==> config.mk <==
export PLATFORM = sky130hd
export DESIGN_NAME = regfile_write_arbiter
export DESIGN_NICKNAME = d
export VERILOG_FILES = /design/src/rtl/regfile_write_arbiter.sv
export SDC_FILE = /design/constraint.sdc
export NUM_CORES = 1
export LEC_CHECK = 0
export BUFFER_PORTS_ARGS = -buffer_cell sky130_fd_sc_hd__buf_4
export CORE_AREA = 3 3 98 100
export CTS_CLUSTER_SIZE = 24
export DETAILED_ROUTE_END_ITERATION = 10
export DIE_AREA = 0 0 101 103
export PLACE_DENSITY = 0.62
export RECOVER_POWER = 25
export SYNTH_ARGS = -nofsm -noshare
export SYNTH_HDL_FRONTEND = slang
export SYNTH_SLANG_ARGS = --single-unit
export TNS_END_PERCENT = 50
==> constraint.sdc <==
create_clock -name clock -period 3.1 [get_ports clock]
set_clock_uncertainty 0.2 [all_clocks]
set_input_delay 0.465 -clock clock [delete_from_list [all_inputs] [get_ports clock]]
set_output_delay 0.465 -clock clock [all_outputs]
set_load 0.005 [all_outputs]
==> src/rtl/regfile_write_arbiter.sv <==
// Register-file write port arbiter: CPU writeback vs two I/O requesters.
// CPU has priority; I/O round-robin; starving I/O stalls the CPU.
module regfile_write_arbiter #(
  parameter int MAX_WAIT = 4
) (
  input  logic        clock,
  input  logic        ctrl_reset_n,
  input  logic        cpu_we,
  input  logic [4:0]  cpu_reg,
  input  logic [31:0] cpu_data,
  input  logic        io0_req,
  input  logic [4:0]  io0_reg,
  input  logic [31:0] io0_data,
  output logic        io0_ack,
  input  logic        io1_req,
  input  logic [4:0]  io1_reg,
  input  logic [31:0] io1_data,
  output logic        io1_ack,
  output logic        cpu_stall,
  output logic        ctrl_writeEnable,
  output logic [4:0]  ctrl_writeReg,
  output logic [31:0] data_writeReg
);

  localparam int WW = $clog2(MAX_WAIT + 1);
  localparam logic [WW-1:0] WMAX = WW'(MAX_WAIT);

  typedef enum logic {
    NORMAL,
    STALL
  } state_e;

  state_e             state_q, state_d;
  logic               rr_q, rr_d;
  logic [1:0][WW-1:0] wait_q, wait_d;
  logic [1:0]         ack_q, ack_d;
  logic               stall_q, stall_d;
  logic               we_q, we_d;
  logic [4:0]         reg_q, reg_d;
  logic [31:0]        data_q, data_d;

  logic [1:0] io_req;
  logic [1:0] starve;
  logic [1:0] gnt_io;
  logic       gnt_cpu;
  logic       cpu_req;
  logic       any_max_q;
  logic       any_max_d;

  function automatic logic [1:0] pick(
    input logic [1:0] r,
    input logic       p
  );
    if (r == 2'b11) return p ? 2'b10 : 2'b01;
    return r;
  endfunction

  always_comb begin
    // req is still high in the ack cycle; that is the old transaction
    io_req[0] = io0_req & ~ack_q[0];
    io_req[1] = io1_req & ~ack_q[1];
    cpu_req   = cpu_we & (cpu_reg != 5'd0) & ~stall_q;
    for (int i = 0; i < 2; i++) begin
      starve[i] = io_req[i] & (wait_q[i] == WMAX);
    end

    gnt_cpu = 1'b0;
    gnt_io  = 2'b00;
    unique case (state_q)
      NORMAL: begin
        if (cpu_req) gnt_cpu = 1'b1;
        else         gnt_io  = pick(io_req, rr_q);
      end
      STALL: gnt_io = pick(starve, rr_q);
    endcase

    any_max_q = 1'b0;
    any_max_d = 1'b0;
    for (int i = 0; i < 2; i++) begin
      wait_d[i] = '0;
      if (io_req[i] && !gnt_io[i]) begin
        wait_d[i] = (wait_q[i] == WMAX) ? WMAX
                                         : wait_q[i] + 1'b1;
      end
      any_max_q = any_max_q | (wait_q[i] == WMAX);
      any_max_d = any_max_d | (wait_d[i] == WMAX);
    end

    state_d = state_q;
    unique case (state_q)
      NORMAL: if (any_max_d) state_d = STALL;
      STALL: begin
        if (!any_max_q && !any_max_d) state_d = NORMAL;
      end
    endcase

    rr_d = rr_q;
    if (gnt_io[0]) rr_d = 1'b1;
    if (gnt_io[1]) rr_d = 1'b0;

    we_d   = 1'b0;
    reg_d  = reg_q;
    data_d = data_q;
    unique case (1'b1)
      gnt_cpu: begin
        we_d   = 1'b1;
        reg_d  = cpu_reg;
        data_d = cpu_data;
      end
      gnt_io[0]: begin
        we_d   = io0_reg != 5'd0;
        reg_d  = io0_reg;
        data_d = io0_data;
      end
      gnt_io[1]: begin
        we_d   = io1_reg != 5'd0;
        reg_d  = io1_reg;
        data_d = io1_data;
      end
      default: begin
        we_d = 1'b0;
      end
    endcase

    ack_d   = gnt_io;
    stall_d = state_d == STALL;
  end

  always_ff @(posedge clock or negedge ctrl_reset_n) begin
    if (!ctrl_reset_n) begin
      state_q <= NORMAL;
      rr_q    <= 1'b0;
      wait_q  <= '0;
      ack_q   <= 2'b00;
      stall_q <= 1'b0;
      we_q    <= 1'b0;
      reg_q   <= 5'd0;
      data_q  <= 32'd0;
    end else begin
      state_q <= state_d;
      rr_q    <= rr_d;
      wait_q  <= wait_d;
      ack_q   <= ack_d;
      stall_q <= stall_d;
      we_q    <= we_d;
      reg_q   <= reg_d;
      data_q  <= data_d;
    end
  end

  assign io0_ack          = ack_q[0];
  assign io1_ack          = ack_q[1];
  assign cpu_stall        = stall_q;
  assign ctrl_writeEnable = we_q;
  assign ctrl_writeReg    = reg_q;
  assign data_writeReg    = data_q;

endmodule

==> results.md <==
- Status: finished clean
- DIE HEIGHT: 103 µm
- Placer Congestion: 0.8834
- Synth top area share: 40.51%
- Worst skew pair latency: 0.29 ns
- WHS Endpoint: data_writeReg[3]
- Pwr dens: 396.2 nW/µm²
- Worst path buffer plus inverter count: 3
- Synth top cells by count: nand2_1, dfrtp_1, inv_1
- Clk slew on worst S/H paths: 0.09 ns
- Clock Path Buffers: 2
- Period utilisation layout: 80.06%
- Vias in the first global route: 3,134
- Worst Path Required: 3.07 ns
- Reg-to-reg endpoint: data_writeReg[15]
- Final nets: 627
- Post_cts resized: 0
- Place WS: 0.5411 ns
- # rows: 34
- Detailed Place HPWL: 7198 µm
- Initial antenna violation count: 0
- Routed WL: 9651 µm
- VDD IR-drop max: 0.2386 mV
- Cell Chain, Critical Path: inv_1 > ha_1 > nand2_1 > a211oi_1 > a211oi_4 > buf_4 > buf_4 > a221oi_1 > nand2_1
- DRT iter0 DRCs: 183
- Crit-path max cell delay: 0.42 ns
- Non-filler cells, final: 616
- Kind of critical path: reg -> reg
- Largest net degree at the start of global routing: 62
- CP Capture Type: flop
- Fillers: 861
- Worst EP arrival: 2.46 ns
- CORE AREA: 8763 µm²
- Worst-Margin Slew: 1.265 ns
- Ys Warns: 0
- Top cells by area, synth: dfrtp_1, nand2_1, a221oi_1
- Slew HR: 15.69%
- Max Cap Violations: 0
- Antenna cells: 0
- Fmax: 402.9 MHz
- Via count: 3,222
- Ys async rst share: 100.0%
- Period minus WS final: 2.482 ns
- DRT antenna net count: 0
- Port buffer count: 156
- Pins over their slew limit: 0
- WL/cell: 15.67 µm
- FF+latch area: 1202 µm²
- Pre-antenna DRT Iters: 4
- Yosys cell types: 43
- First-pass GRT wire length: 15,120 µm
- Final Setup Violations: 0
- Die area: 10,400 µm²
- Most frequent cell after synthesis: nand2_1
- CP Launch Type: flop
- CTS sink cnt: 48
- Final hold vios: 0
- Initial Util: 33.84%
- Crit-path leading delay family: compound AO/OA/AOI/OAI gates
- Syn avg cell area: 8.283 µm²
- H-tree levels: 2
- Slowest library cell on the worst path: dfrtp_1
- HP Start: io1_data[3]
- Hold Path Depth: 3
- Area of the mapped netlist: 2965 µm²
- Primary FF master, synth: dfrtp_1
- # Post-CTS Setup Buffers: 0
- Post-synth EDFFs: 0
- Layout Utilization: 49.39%
- CTS root buffer: clkbuf_8
- Footprint of the multi-input gates: 1495 µm²
- Post-Syn Nets: 478
- Setup WS post-layout: 0.6180 ns
- Boundary pin count: 157
- Leading area contributor after synthesis: dfrtp_1
- RSZ-0062 raised after global routing: no
- Yosys reg bits: 48
- Synthesized instance count: 358
- Vias per cell: 5.231
- CTS Hold Bufs: 0
- P&R area growth vs syn: 45.95%
- Tot GR Track Use: 17.99%
- Reg-to-reg slack, setup: 0.62 ns
- Layout cell share with drive strength beyond 1: 35.83%
- CTS tree: built
- Max FO, Critical Path: 15
- Worst hold path class: in -> reg
- DRC errors left: 0
- Placed Instances: 608
- Chip width: 101 µm
- R2r worst-path depth: 9
- Leakage Power: 2.076 nW
- Cts bufs inserted: 5
- FF-to-FF Start: wait_q[0]
- Post-Route Setup TNS: 0 ns
- GR Overflow Total: 0
- Sequential area share after synthesis: 40.51%
registers in the layout, summed over array words and instances (netlist names):
signal and cells:
ack_q 2, cpu_stall 1, ctrl_writeEnable 1, ctrl_writeReg 5, data_writeReg 32, rr_q 1
wait_q 6
power breakdown:
group / total (mW) / leakage [nW] / internal [mW] / switching [mW]
registers: 0.778 / 0.590 / 0.718 / 0.0599
clock network: 0.388 / 0.0455 / 0.183 / 0.205
logic: 0.549 / 1.44 / 0.303 / 0.246
cells in the final DEF (no fill, tap or decap), types with 2 or more instances in the layout:
cell	count
a32oi_1	5
a22oi_1	2
clkbuf_8	6
o211ai_1	2
clkbuf_1	2
a221oi_1	30
o32ai_1	30
or2_2	2
ha_1	4
o21ai_0	15
and2_1	7
nand2_1	103
and3_1	2
buf_4	166
nand2b_1	2
dfrtp_1	47
a31oi_1	2
a21oi_1	3
inv_1	41
or4_1	2
nor2_1	8
nor3b_1	2
nor2b_1	2
a211oi_1	3
nand3_1	2
worst register-to-register path: stages, from the launching register on:
cell	delay, ns
dfrtp_1	0.42
inv_1	0.07
ha_1	0.18
nand2_1	0.13
a211oi_1	0.42
a211oi_4	0.08
buf_4	0.20
buf_4	0.21
a221oi_1	0.35
nand2_1	0.10
how the worst max path moves through the flow:
stage,startpoint,endpoint,cells past startpoint
3_3_place_gp,cpu_reg[0],data_writeReg[20],7
4_1_cts,wait_q[0],data_writeReg[15],9
6_report,wait_q[0],data_writeReg[15],9
5_1_grt,wait_q[0],data_writeReg[15],9
3_5_place_dp,cpu_reg[0],data_writeReg[20],7
2_1_floorplan,wait_q[3],cpu_stall,7
area by class of cell:
type / instances / area share (%)
Clock buffer: 8 / 2.082
Timing Repair Buffer: 167 / 28.91
Inverter: 41 / 3.556
Tap cell: 108 / 3.122
Multi-Input combinational cell: 244 / 34.55
Sequential cell: 48 / 27.78
per-stage QoR:
stage | hold slack, ns | instance area [µm²] | power [mW]
after floorplan | -0.03059 | 2965 | 1.011
after global placement | 0.2518 | 4240 | 1.339
after detailed placement | 0.2582 | 4240 | 1.348
after CTS | 0.008390 | 4330 | 1.743
after global routing | 0.1874 | 4328 | 1.836
final | 0.2022 | 4328 | 1.715
routing by layer:
metal	up-vias	routed length (µm)	track usage [%]
li1	1580	-	-
met1	1502	4053	22.68
met5	-	0	0
met3	6	852	3.992
met2	134	4643	31.29
met4	0	102	4.601
kinds of logic (layout without fill, tap and decap cells):
kind of cell | Yosys count | count (layout) | share of synthesized area, %
flops | 48 | 48 | 40.51
fa+ha+maj | 4 | 4 | 1.688
buf+inv | 66 | 216 | 9.409
compound gates | 102 | 102 | 28.23
xor+xnor | 1 | 1 | 0.2954
simple gates | 137 | 137 | 19.87
Note: power is estimated with default switching activity, not from simulation.
